File: src/rtl/multdiv_if.sv
// Handshake bundle between the execute stage and the iterative multiply/divide unit.
// The pipeline is the master; the multdiv unit responds.
interface multdiv_if #(
    parameter int WIDTH = 32
);
    logic [WIDTH-1:0] data_operandA;
    logic [WIDTH-1:0] data_operandB;
    logic             ctrl_MULT;
    logic             ctrl_DIV;
    logic [WIDTH-1:0] data_result;
    logic             data_exception;
    logic             data_RDY;

    modport master (
        output data_operandA, data_operandB, ctrl_MULT, ctrl_DIV,
        input  data_result, data_exception, data_RDY
    );

    modport slave (
        input  data_operandA, data_operandB, ctrl_MULT, ctrl_DIV,
        output data_result, data_exception, data_RDY
    );
endinterface

File: src/rtl/multdiv_unit.sv
// Iterative signed multiplier (shift-add) / divider (restoring), one bit per cycle.
// Every operation takes exactly ITER cycles from start to the single-cycle RDY pulse.
module multdiv_unit #(
    parameter int WIDTH = 32,
    parameter int ITER  = 32
) (
    input  logic     clock,
    input  logic     resetn,
    multdiv_if.slave bus
);
    localparam int CW = 6;

    typedef enum logic [1:0] {IDLE, MULT, DIV, DONE} state_e;

    state_e               state_q;
    logic [CW-1:0]        cnt_q;
    logic                 sign_q;
    logic                 divz_q;
    logic [2*WIDTH-1:0]   mcand_q;
    logic [WIDTH-1:0]     mplier_q;
    logic [2*WIDTH-1:0]   acc_q;
    logic [WIDTH:0]       rem_q;
    logic [WIDTH-1:0]     quo_q;
    logic [WIDTH:0]       dvsr_q;
    logic [WIDTH-1:0]     result_q;
    logic                 exc_q;
    logic                 rdy_q;

    // Magnitudes as unsigned: the most negative value maps onto itself, which is correct unsigned.
    logic [WIDTH-1:0] a_mag, b_mag;
    assign a_mag = bus.data_operandA[WIDTH-1] ? -bus.data_operandA : bus.data_operandA;
    assign b_mag = bus.data_operandB[WIDTH-1] ? -bus.data_operandB : bus.data_operandB;

    logic [2*WIDTH-1:0] acc_d, prod;
    logic               mul_exc;
    assign acc_d   = mplier_q[0] ? acc_q + mcand_q : acc_q;
    assign prod    = sign_q ? -acc_d : acc_d;
    assign mul_exc = !((&prod[2*WIDTH-1:WIDTH-1]) || !(|prod[2*WIDTH-1:WIDTH-1]));

    logic [WIDTH:0]   shifted, rem_d;
    logic [WIDTH+1:0] trial;
    logic             fits;
    logic [WIDTH-1:0] quo_d, quo_signed;
    logic             div_ovf;
    assign shifted    = {rem_q[WIDTH-1:0], quo_q[WIDTH-1]};
    assign trial      = {1'b0, shifted} - {1'b0, dvsr_q};
    assign fits       = !trial[WIDTH+1];
    assign rem_d      = fits ? trial[WIDTH:0] : shifted;
    assign quo_d      = {quo_q[WIDTH-2:0], fits};
    assign quo_signed = sign_q ? -quo_d : quo_d;
    // Only MIN / -1 yields a positive quotient with the top bit set.
    assign div_ovf    = !sign_q && quo_d[WIDTH-1];

    logic last;
    assign last = (cnt_q == CW'(ITER - 1));

    always_ff @(posedge clock or negedge resetn) begin
        if (!resetn) begin
            state_q  <= IDLE;
            cnt_q    <= '0;
            sign_q   <= 1'b0;
            divz_q   <= 1'b0;
            mcand_q  <= '0;
            mplier_q <= '0;
            acc_q    <= '0;
            rem_q    <= '0;
            quo_q    <= '0;
            dvsr_q   <= '0;
            result_q <= '0;
            exc_q    <= 1'b0;
            rdy_q    <= 1'b0;
        end else begin
            case (state_q)
                IDLE: begin
                    if (bus.ctrl_MULT || bus.ctrl_DIV) begin
                        cnt_q  <= '0;
                        sign_q <= bus.data_operandA[WIDTH-1] ^ bus.data_operandB[WIDTH-1];
                        divz_q <= (bus.data_operandB == '0);
                        if (bus.ctrl_MULT) begin
                            state_q  <= MULT;
                            mcand_q  <= {{WIDTH{1'b0}}, a_mag};
                            mplier_q <= b_mag;
                            acc_q    <= '0;
                        end else begin
                            state_q <= DIV;
                            rem_q   <= '0;
                            quo_q   <= a_mag;
                            dvsr_q  <= {1'b0, b_mag};
                        end
                    end
                end
                MULT: begin
                    acc_q    <= acc_d;
                    mcand_q  <= mcand_q << 1;
                    mplier_q <= mplier_q >> 1;
                    cnt_q    <= cnt_q + 1'b1;
                    if (last) begin
                        result_q <= prod[WIDTH-1:0];
                        exc_q    <= mul_exc;
                        rdy_q    <= 1'b1;
                        state_q  <= DONE;
                    end
                end
                DIV: begin
                    rem_q <= rem_d;
                    quo_q <= quo_d;
                    cnt_q <= cnt_q + 1'b1;
                    if (last) begin
                        result_q <= divz_q ? '0 : quo_signed;
                        exc_q    <= divz_q || div_ovf;
                        rdy_q    <= 1'b1;
                        state_q  <= DONE;
                    end
                end
                DONE: begin
                    rdy_q   <= 1'b0;
                    state_q <= IDLE;
                end
                default: state_q <= IDLE;
            endcase
        end
    end

    assign bus.data_result    = result_q;
    assign bus.data_exception = exc_q;
    assign bus.data_RDY       = rdy_q;
endmodule

File: src/flat_wrapper.sv
// flat-port wrapper written by rule: the top's interface ports become plain ports
module multdiv_unit_flat 
#(
    parameter int WIDTH = 32,
    parameter int ITER  = 32
)
  (clock, resetn, bus_data_operandA, bus_data_operandB, bus_ctrl_MULT, bus_ctrl_DIV, bus_data_result, bus_data_exception, bus_data_RDY);
  multdiv_if #(.WIDTH(WIDTH)) bus_i ();
  input  logic clock;
  input  logic resetn;
  input wire logic [$bits(bus_i.data_operandA)-1:0] bus_data_operandA;
  input wire logic [$bits(bus_i.data_operandB)-1:0] bus_data_operandB;
  input wire logic [$bits(bus_i.ctrl_MULT)-1:0] bus_ctrl_MULT;
  input wire logic [$bits(bus_i.ctrl_DIV)-1:0] bus_ctrl_DIV;
  output wire logic [$bits(bus_i.data_result)-1:0] bus_data_result;
  output wire logic [$bits(bus_i.data_exception)-1:0] bus_data_exception;
  output wire logic [$bits(bus_i.data_RDY)-1:0] bus_data_RDY;
  assign bus_i.data_operandA = bus_data_operandA;
  assign bus_i.data_operandB = bus_data_operandB;
  assign bus_i.ctrl_MULT = bus_ctrl_MULT;
  assign bus_i.ctrl_DIV = bus_ctrl_DIV;
  assign bus_data_result = bus_i.data_result;
  assign bus_data_exception = bus_i.data_exception;
  assign bus_data_RDY = bus_i.data_RDY;
  multdiv_unit #(.WIDTH(WIDTH), .ITER(ITER)) u_core (.clock(clock), .resetn(resetn), .bus(bus_i));
endmodule
File: config.mk
export PLATFORM = sky130hd
export DESIGN_NAME = multdiv_unit_flat
export DESIGN_NICKNAME = d
export VERILOG_FILES = /design/src/rtl/multdiv_if.sv /design/src/rtl/multdiv_unit.sv /design/src/flat_wrapper.sv
export SDC_FILE = /design/constraint.sdc
export NUM_CORES = 1
export LEC_CHECK = 0
export BUFFER_PORTS_ARGS = -buffer_cell sky130_fd_sc_hd__buf_2
export CAP_MARGIN = 0
export CORE_MARGIN = 5
export CORE_UTILIZATION = 58
export CTS_CLUSTER_DIAMETER = 80
export CTS_CLUSTER_SIZE = 16
export DETAILED_ROUTE_END_ITERATION = 7
export HOLD_SLACK_MARGIN = 0.1
export PLACE_DENSITY = 0.88
export SYNTH_ARGS = -nofsm -noshare
export SYNTH_HDL_FRONTEND = slang
export SYNTH_SLANG_ARGS = --single-unit
File: constraint.sdc
create_clock -name clock -period 12 [get_ports clock]
set_clock_uncertainty 0.15 [all_clocks]
set_input_delay 2.4 -clock clock [delete_from_list [all_inputs] [get_ports clock]]
set_output_delay 2.4 -clock clock [all_outputs]
set_load 0.005 [all_outputs]
# After elaboration in Yosys (flattened, before gate mapping)
# Index checks and enable logic that the tools add are counted.
[op_classes]
n_bitwise = 2
mux = 36
reduce_logical = 26
n_eq_ne = 10
addsub = 7
[op_table]
columns = ["cell", "count"]
rows = [
  ["two-way mux 32 bit", 13],
  ["two-way mux 64 bit", 6],
  ["case mux 32 bit (2 select lines)", 4],
  ["case mux 64 bit (2 select lines)", 2],
  ["negator 32 bit", 3],
  ["adder 64 bit", 1],
  ["negator 64 bit", 1],
  ["subtractor 33 x 32 -> 34 bit", 1],
  ["AND reduction 33 bit", 1],
  ["OR reduction 33 bit", 1],
  ["logical NOT 32 bit", 1],
  ["case mux 6 bit (2 select lines)", 1],
  ["AND reduction 3 bit", 4],
  ["nonzero test 2 bit", 5],
  ["!= test 2 x 1 -> 1 bit (second input constant)", 4],
  ["AND reduction 2 bit", 4],
  ["adder 6 x 1 -> 6 bit (second input constant)", 1],
  ["equality test 6 x 5 -> 1 bit (second input constant)", 1],
  ["two-way mux 2 bit", 3],
  ["two-way mux 6 bit", 1],
  ["case mux 2 bit (3 select lines)", 1],
  ["equality test 2 bit (second input constant)", 2],
  ["logical NOT 1 bit", 4],
  ["!= test 2 bit (second input constant)", 2],
  ["9 further kinds", 14],
]
[word_totals]
regBits = 300
word_cells = 94
output_inout_bits = 34
in_bits = 68

# Logic depth before layout (Yosys ltp)
# Gate-level depths: netlist of run 1.
[depth]
ltp_word = 10
ltp_mapped = 27
ltp_nobuf = 25

# Worst setup path after synthesis of run 1
# Ideal clock, no wire load.
[synth_timing]
kind = "in2reg"
startpoint = "input port bus_data_operandB[0]"
endpoint = "register u_core.mplier_q[30]"
n_path_buf = 0
arrival_ns = 5.967
path_stages = 15
path_slack_ns = 5.801
setup_ns = 0.083
t_required_ns = 11.767
path_cell_list = "inv_1 ha_1 nand2_1 or3_1 or2_2 nand2b_1 or4_1 nand2b_1 or4_1 or4_1 or4_1 o41ai_1 xnor2_1 mux2i_1 o21ai_0"
[synth_via]
elab_chain_len = 5
[synth_lines]
columns = ["item", "line_no", "rtl"]
rows = [
  ["start: declaration", "flat_wrapper.sv:12", "input wire logic [$bits(bus_i.data_operandB)-1:0] bus_data_operandB;"],
  ["negator 32 bit", "multdiv_unit.sv:32", "assign b_mag = bus.data_operandB[WIDTH-1] ? -bus.data_operandB : bus.data_operandB;"],
  ["two-way mux 32 bit", "multdiv_unit.sv:32", ""],
  ["two-way mux 32 bit", "multdiv_unit.sv:79", "if (bus.ctrl_MULT) begin"],
  ["two-way mux 32 bit", "multdiv_unit.sv:75", "if (bus.ctrl_MULT || bus.ctrl_DIV) begin"],
  ["case mux 32 bit (2 select lines)", "multdiv_unit.sv:73", "case (state_q)"],
  ["end signal: assignment", "multdiv_unit.sv:82", "mplier_q <= b_mag;"],
  ["end signal: assignment", "multdiv_unit.sv:95", "mplier_q <= mplier_q >> 1;"],
  ["end: declaration", "multdiv_unit.sv:20", "logic [WIDTH-1:0] mplier_q;"],
]
# Every way passes these cells. The select of a mux whose other input is x is not followed.
# A chain may end at the register's enable or synchronous reset.

# Worst setup path in the final report of run 1
[layout_timing]
startpoint = "register u_core.dvsr_q[1]"
endpoint = "register u_core.result_q[26], in the netlist u_core.bus.data_result[26]"
[layout_via]
elab_chain_len = 7
[layout_lines]
columns = ["item", "line_no", "rtl"]
rows = [
  ["start: declaration", "multdiv_unit.sv:24", "logic [WIDTH:0] dvsr_q;"],
  ["start signal: assignment", "multdiv_unit.sv:88", "dvsr_q <= {1'b0, b_mag};"],
  ["subtractor 33 x 32 -> 34 bit", "multdiv_unit.sv:46", "assign trial = {1'b0, shifted} - {1'b0, dvsr_q};"],
  ["logical NOT 1 bit", "multdiv_unit.sv:47", "assign fits = !trial[WIDTH+1];"],
  ["negator 32 bit", "multdiv_unit.sv:50", "assign quo_signed = sign_q ? -quo_d : quo_d;"],
  ["two-way mux 32 bit", "multdiv_unit.sv:50", ""],
  ["two-way mux 32 bit", "multdiv_unit.sv:109", "result_q <= divz_q ? '0 : quo_signed;"],
  ["two-way mux 32 bit", "multdiv_unit.sv:108", "if (last) begin"],
  ["case mux 32 bit (2 select lines)", "multdiv_unit.sv:73", ""],
  ["end signal: assignment", "multdiv_unit.sv:98", "result_q <= prod[WIDTH-1:0];"],
  ["end signal: assignment", "multdiv_unit.sv:109", ""],
  ["end: declaration", "multdiv_unit.sv:25", "logic [WIDTH-1:0] result_q;"],
]
# Every way passes these cells. The select of a mux whose other input is x is not followed.

==> impl_metrics.py, run 1 <==
metrics = {
    "logic_synthesis": {
        "syn-cell-area_um2": 23400,
        "yosysSeqAreaShare": 0.321,
        "synth-edff-count": 0,
        "synth_area_per_cell_um2": 8.25,
        "ys_async_sr_fraction": 1.00,
        "netlist_instances": 2837,
        "ys_warn_count": 0,
        "yosysUniqueCellTypes": 109,
        "synth_ff_type": "dfrtp_1",
        "mappedNetlistNets": 3011,
        "synth_seq_cells": 300,
    },
    "cts": {
        "post-cts-setup-buffers": 0,
        "clk_pin_slew_ps": 80,
        "post_cts_resized": 0,
        "cts_made_buffers": 26,
        "cts_tree": "yes",
        "cts_buffer_depth": 3,
        "root_buffer": "clkbuf_16",
        "clk_latency_ps": 600,
        "cts_sinks": 300,
        "ctsHoldBuffers": 0,
        "htreeDepth": 1,
    },
    "sta": {
        "fmax_ghz": 0.146,
        "setup_viol": 0,
        "fin_ws_ps": 5130,
        "tns_ps": 0,
        "hold_slack_ps": 339,
        "slew_headroom": 0.175,
        "final_hold_viol_count": 0,
        "rsz0062_at_grt": "no",
        "finalCritPeriodShare": 0.573,
        "maxSlewViolCount": 0,
        "worst_pin_slew_ps": 1240,
        "post-route-min-period_ps": 6870,
    },
    "worst_setup_path": {
        "crit_path_max_fanout": 20,
        "r2r_start": "u_core.dvsr_q[1]$_DFFE_PN0P_",
        "reg2reg_slack_ps": 5130,
        "cp.arrival_ps": 7220,
        "critPathCaptureType": "register",
        "startpoint": "u_core.dvsr_q[1]$_DFFE_PN0P_",
        "cp_slowest_stage_delay_ps": 540,
        "crit_required_ps": 12350,
        "start_kind": "register",
        "critical_path_class": "reg -> reg",
        "critPathSlowestCell": "inv_1",
    },
    "detailed_routing": {
        "drtAntennaViolNets": 0,
        "drt_wl_total_um": 73600,
        "drtIter0Drc": 2647,
        "drc": 0,
        "post_drt_wl_per_cell_um": 21.9,
        "vias": 22800,
        "dr.pass1.iters": 6,
        "vias_per_cell": 6.77,
    },
    "run_status": {
        "status": "finished, final reports clean",
    },
    "floorplanning": {
        "std_cell_rows": 73,
        "die_x_um": 211,
        "dieArea_um2": 44500,
        "chipHeight_um": 211,
        "core_um2": 39800,
        "ios": 102,
        "start_util": 0.588,
    },
    "worst_hold_path": {
        "worstHoldPathType": "reg -> reg",
        "hold_start": "u_core.mplier_q[17]$_DFFE_PN0P_",
    },
    "global_routing": {
        "grt_usage": 0.320,
        "grt_max_degree": 220,
        "grt_pass1_wl_um": 117000,
        "first_global_vias": 22000,
        "grt.overflow.total": 0,
        "antenna_found_initial": 3,
    },
    "layout": {
        "drive_gt1_frac": 0.0838,
        "num-fill-cells": 3378,
        "postLayoutCoreUtil": 0.628,
        "area_growth_pct": 6.75,
        "layout.nets": 3003,
        "mostFrequentLayoutCells": "nand2_1 (399), dfrtp_1 (298), o21ai_0 (269)",
        "final_cells": 3366,
        "mostFrequentLayoutCell": "nand2_1",
    },
    "placed_design": {
        "gp_congestion": 0.986,
        "pre_cts_slack_ps": 5290,
        "placed_cells": 3326,
        "port_buffers": 101,
        "hpwl_um": 53600,
    },
    "pwr": {
        "leakage_nw": 10.6,
        "peakVddDrop_v": 0.000595,
        "power.density_nw_per_um2": 250,
    },
    "job": {
        "cap_violations": 0,
    },
}
## sequential cells by signal (all words and copies together), names as in the netlist, 2 cells and up
register / flops
u_core.mplier_q: 32
u_core.rem_q: 32
u_core.acc_q: 64
u_core.dvsr_q: 32
u_core.cnt_q: 6
u_core.mcand_q: 64
u_core.state_q: 2
u_core.bus.data_result: 32
u_core.quo_q: 32
## final cells by class
| class | instances | area (µm²) | share of cell area |
|---|---|---|---|
| multi-input cells | 2287 | 15000 | 0.599 |
| flip-flops and latches | 300 | 7510 | 0.301 |
| repair buffers | 122 | 698 | 0.0279 |
| clock buffers | 31 | 679 | 0.0272 |
| well taps | 525 | 657 | 0.0263 |
| inverters | 92 | 345 | 0.0138 |
| clock inverters | 8 | 128 | 0.00511 |
| diodes | 1 | 2.50 | 0.000100 |
## per-layer routing
metal,GRT usage,vias up,share of wire
met5,0,-,0
met4,0.116,0,0.043
met3,0.0572,221,0.091
met2,0.519,1139,0.46
met1,0.432,11000,0.41
li1,-,10400,-
## worst paths after layout
check                                                              end  cells after the start
worst max-delay path            u_core.bus.data_result[26]$_DFFE_PN0P_                     25
worst min-delay path                   u_core.mplier_q[17]$_DFFE_PN0P_                      2
worst max register to register  u_core.bus.data_result[26]$_DFFE_PN0P_                     25
worst min register to register         u_core.mplier_q[17]$_DFFE_PN0P_                      2
max in group asynchronous               u_core.mplier_q[0]$_DFFE_PN0P_                      2
min in group asynchronous               u_core.mcand_q[37]$_DFFE_PN0P_                      1
## stage by stage
stage                     cell area (µm²)  power (mW)
after floorplan                     23400        4.25
after global placement              24200        5.13
after detailed placement            24200        5.28
after CTS                           25000        6.16
after global routing                25000        6.63
final                               25000        6.26
## where the power goes
part	internal, mW	leakage [nW]	switching [mW]
combinational	1.30	6.42	2.39
clock	0.448	0.385	0.410
sequential	1.35	3.82	0.358
## cells by family after synthesis
kind of cell             Yosys count  synth area share
flip-flops                       300             0.321
buffers and inverters            250            0.0418
adder cells (fa/ha/maj)          106            0.0573
AND/OR/NAND/NOR                  952             0.196
AO/OA/AOI/OAI                    921             0.262
multiplexers                     123            0.0531
XOR/XNOR                         185            0.0692
## synth_stat cells, drive strengths merged, types with 23 or more instances
cell	count	area, µm²
nand2	400	1500
dfrtp	300	7510
o21ai	292	1470
nor2	190	716
a21oi	171	886
xnor2	121	1060
mux2i	113	1130
clkbuf	107	404
ha	104	1300
inv	91	342
xor2	64	561
nor3	63	342
a22o	53	464
buf	51	229
o31ai	51	402
o21a	49	368
nand4	44	282
nand3	38	190
a22oi	33	248
or3	28	180
nand2b	27	169
nor4	27	220
or4	27	206
a21o	25	195
a31oi	25	175
o221ai	24	216
o211ai	23	191
## critical path: cells and delay by family (launching register included)
| kind | cells | cell delay [ps] |
|---|---|---|
| and+or+nand+nor | 5 | 1240 |
| xor gates and xnor gates | 1 | 180 |
| buffers and inverters | 3 | 720 |
| AOI/OAI and AO/OA | 14 | 3460 |
| adders and majority gates | 2 | 620 |
| DFF | 1 | 410 |
Note: power is estimated with default switching activity, not from simulation.
==> inputs of run 2 (changes only) <==
CORE_UTILIZATION = 57   (was 58)
PLACE_DENSITY = 0.9   (was 0.88)
clock period = 6.05 ns   (was 12 ns; I/O delays follow)
==> run 2 against run 1 <==
  * Combinational power is 110% higher
  * Clock-buffer cell count decreased by 1
  * Clock power rose by 90%
  * Die area increased by 1.7%
  * Register-to-register slack got worse by 4900 ps
  * Global-route usage rose by 1.1 points
  * Sequential power is 100% higher
  * Critical path type unchanged
  * Largest power group unchanged
==> impl_metrics.py, run 2 (synthesis results as in run 1) <==
metrics = {
    "run_status": {
        "status": "finished, final reports clean",
    },
    "sta": {
        "final_hold_viol_count": 0,
        "maxSlewViolCount": 0,
        "post-route-min-period_ps": 5790,
        "worst_pin_slew_ps": 1200,
        "fin_ws_ps": 258,
        "finalCritPeriodShare": 0.957,
        "slew_headroom": 0.203,
        "setup_viol": 0,
        "fmax_ghz": 0.173,
        "tns_ps": 0,
    },
    "detailed_routing": {
        "dr.pass1.iters": 6,
        "drt_wl_total_um": 77200,
        "drc": 0,
        "route.met3.wl_um": 8280,
        "drt-met1-wl_um": 31300,
        "post_drt_wl_per_cell_um": 22.5,
        "vias": 23200,
        "met2_length_um": 35100,
        "drtAntennaViolNets": 0,
        "drtIter0Drc": 2755,
        "vias_per_cell": 6.76,
        "top_layer": "met4",
    },
    "floorplanning": {
        "chipHeight_um": 213,
        "die_x_um": 213,
        "start_util": 0.575,
        "core_um2": 40700,
        "dieArea_um2": 45200,
        "std_cell_rows": 74,
        "ios": 102,
    },
    "global_routing": {
        "grt_max_degree": 154,
        "grt_usage": 0.331,
        "first_global_vias": 22000,
        "grt.overflow.total": 0,
        "antenna_found_initial": 0,
        "grt_pass1_wl_um": 121000,
    },
    "pwr": {
        "power.share.clock": 0.128,
        "comb_power_share": 0.602,
        "power.total_mw": 12.7,
        "internal_power_mw": 6.24,
        "power.density_nw_per_um2": 501,
        "p_switching_mw": 6.48,
        "netSwitchingFraction": 0.510,
        "leakage_nw": 10.9,
        "peakVddDrop_v": 0.000730,
        "pwr-share-seq": 0.270,
    },
    "worst_setup_path": {
        "critical_path_class": "reg -> reg",
        "start_kind": "register",
        "crit_path_max_fanout": 4,
        "crit_required_ps": 6380,
        "cp.arrival_ps": 6130,
        "critPathCaptureType": "register",
    },
    "layout": {
        "reg_top3": "u_core.acc_q (64), u_core.mcand_q (64)",
        "area_growth_pct": 8.45,
        "layout.nets": 3054,
        "finalInstanceArea_um2": 25400,
        "drive_gt1_frac": 0.103,
        "mostFrequentLayoutCell": "nand2_1",
        "mostFrequentLayoutCells": "nand2_1 (399), dfrtp_1 (298), o21ai_0 (265)",
    },
    "cts": {
        "clk_latency_ps": 590,
        "cts_tree": "yes",
        "cts_buffer_depth": 3,
        "cts_sinks": 300,
        "root_buffer": "clkbuf_16",
        "htreeDepth": 1,
        "cts_made_buffers": 25,
        "clk_pin_slew_ps": 70,
    },
    "placed_design": {
        "gp_congestion": 1.02,
        "hpwl_um": 57200,
        "pre_cts_slack_ps": 71.1,
        "port_buffers": 101,
        "place_area_um2": 24600,
    },
    "worst_hold_path": {
        "worstHoldPathType": "reg -> reg",
    },
    "job": {
        "cap_violations": 0,
    },
}
[run 2: timing repair]
item / CTS / global route
setup buffers: 0 / 1
resized for setup: 0 / 12
hold buffers: 0 / 0
setup endpoints to repair: 0 / 8
[run 2: path summary, 6_finish.rpt]
| path | start | endpoint | slack (ps) | depth (start not counted) |
|---|---|---|---|---|
| setup reg to reg | u_core.dvsr_q[1]$_DFFE_PN0P_ | u_core.bus.data_result[26]$_DFFE_PN0P_ | 260 | 25 |
| hold / removal | u_core.mplier_q[8]$_DFFE_PN0P_ | u_core.mplier_q[8]$_DFFE_PN0P_ | 340 | 2 |
| min in group asynchronous | resetn | u_core.acc_q[31]$_DFFE_PN0P_ | 500 | 1 |
| max in group asynchronous | resetn | u_core.mplier_q[0]$_DFFE_PN0P_ | 3940 | 2 |
| hold reg to reg | u_core.mplier_q[8]$_DFFE_PN0P_ | u_core.mplier_q[8]$_DFFE_PN0P_ | 340 | 2 |
| setup / recovery | u_core.dvsr_q[1]$_DFFE_PN0P_ | u_core.bus.data_result[26]$_DFFE_PN0P_ | 260 | 25 |
[run 2: worst max-delay path: stages (launching register included)]
cell       delay [ps]
dfrtp_1           390
inv_1              60
ha_1              290
nor2b_1           130
o21ai_0           250
a21boi_0          200
o21ai_1           240
a21oi_1           100
o21ai_1           180
a21boi_0          190
o2111ai_1         270
a31oi_1           200
a41oi_2           310
a21oi_1           160
o21a_2            250
inv_1              80
ha_1              190
nand2_1           110
or3_1             370
or4_1             460
inv_1             110
nand3_1           190
o41ai_2           290
xor2_1            200
o221ai_1          130
o21a_1            150
[run 2: power groups by stage]
stage	clock network [mW]	logic, mW	registers [mW]
floorplan	0	5.33	3.09
finish	1.63	7.65	3.44
CTS	1.64	7.44	3.38
detailed placement	0	7.39	3.41
global placement	0	7.17	3.37
global route	1.72	8.26	3.48
[run 2: layout make-up]
cell class / instances / area, µm²
tap: 532 / 666
timing repair buffer: 174 / 1100
inverter: 92 / 345
antenna: 2 / 5.00
fill: 3424 / 15300
clock inverter: 8 / 82.6
sequential: 300 / 7510
multi-input combinational: 2287 / 15000
clock buffer: 30 / 674
[run 2: routing by layer]
metal | global-route usage | vias to the layer above
met5 | 0 | -
li1 | - | 10500
met3 | 0.0626 | 169
met2 | 0.529 | 1318
met1 | 0.463 | 11200
met4 | 0.0951 | 0
[run 2: per-stage QoR]
step                cells  hold slack, ps  utilization
floorplan            2837             300            -
global placement     3384             311        0.603
detailed placement   3384             322        0.603
CTS                  3422             337        0.622
global route         3423             353        0.623
finish               3425             335        0.623
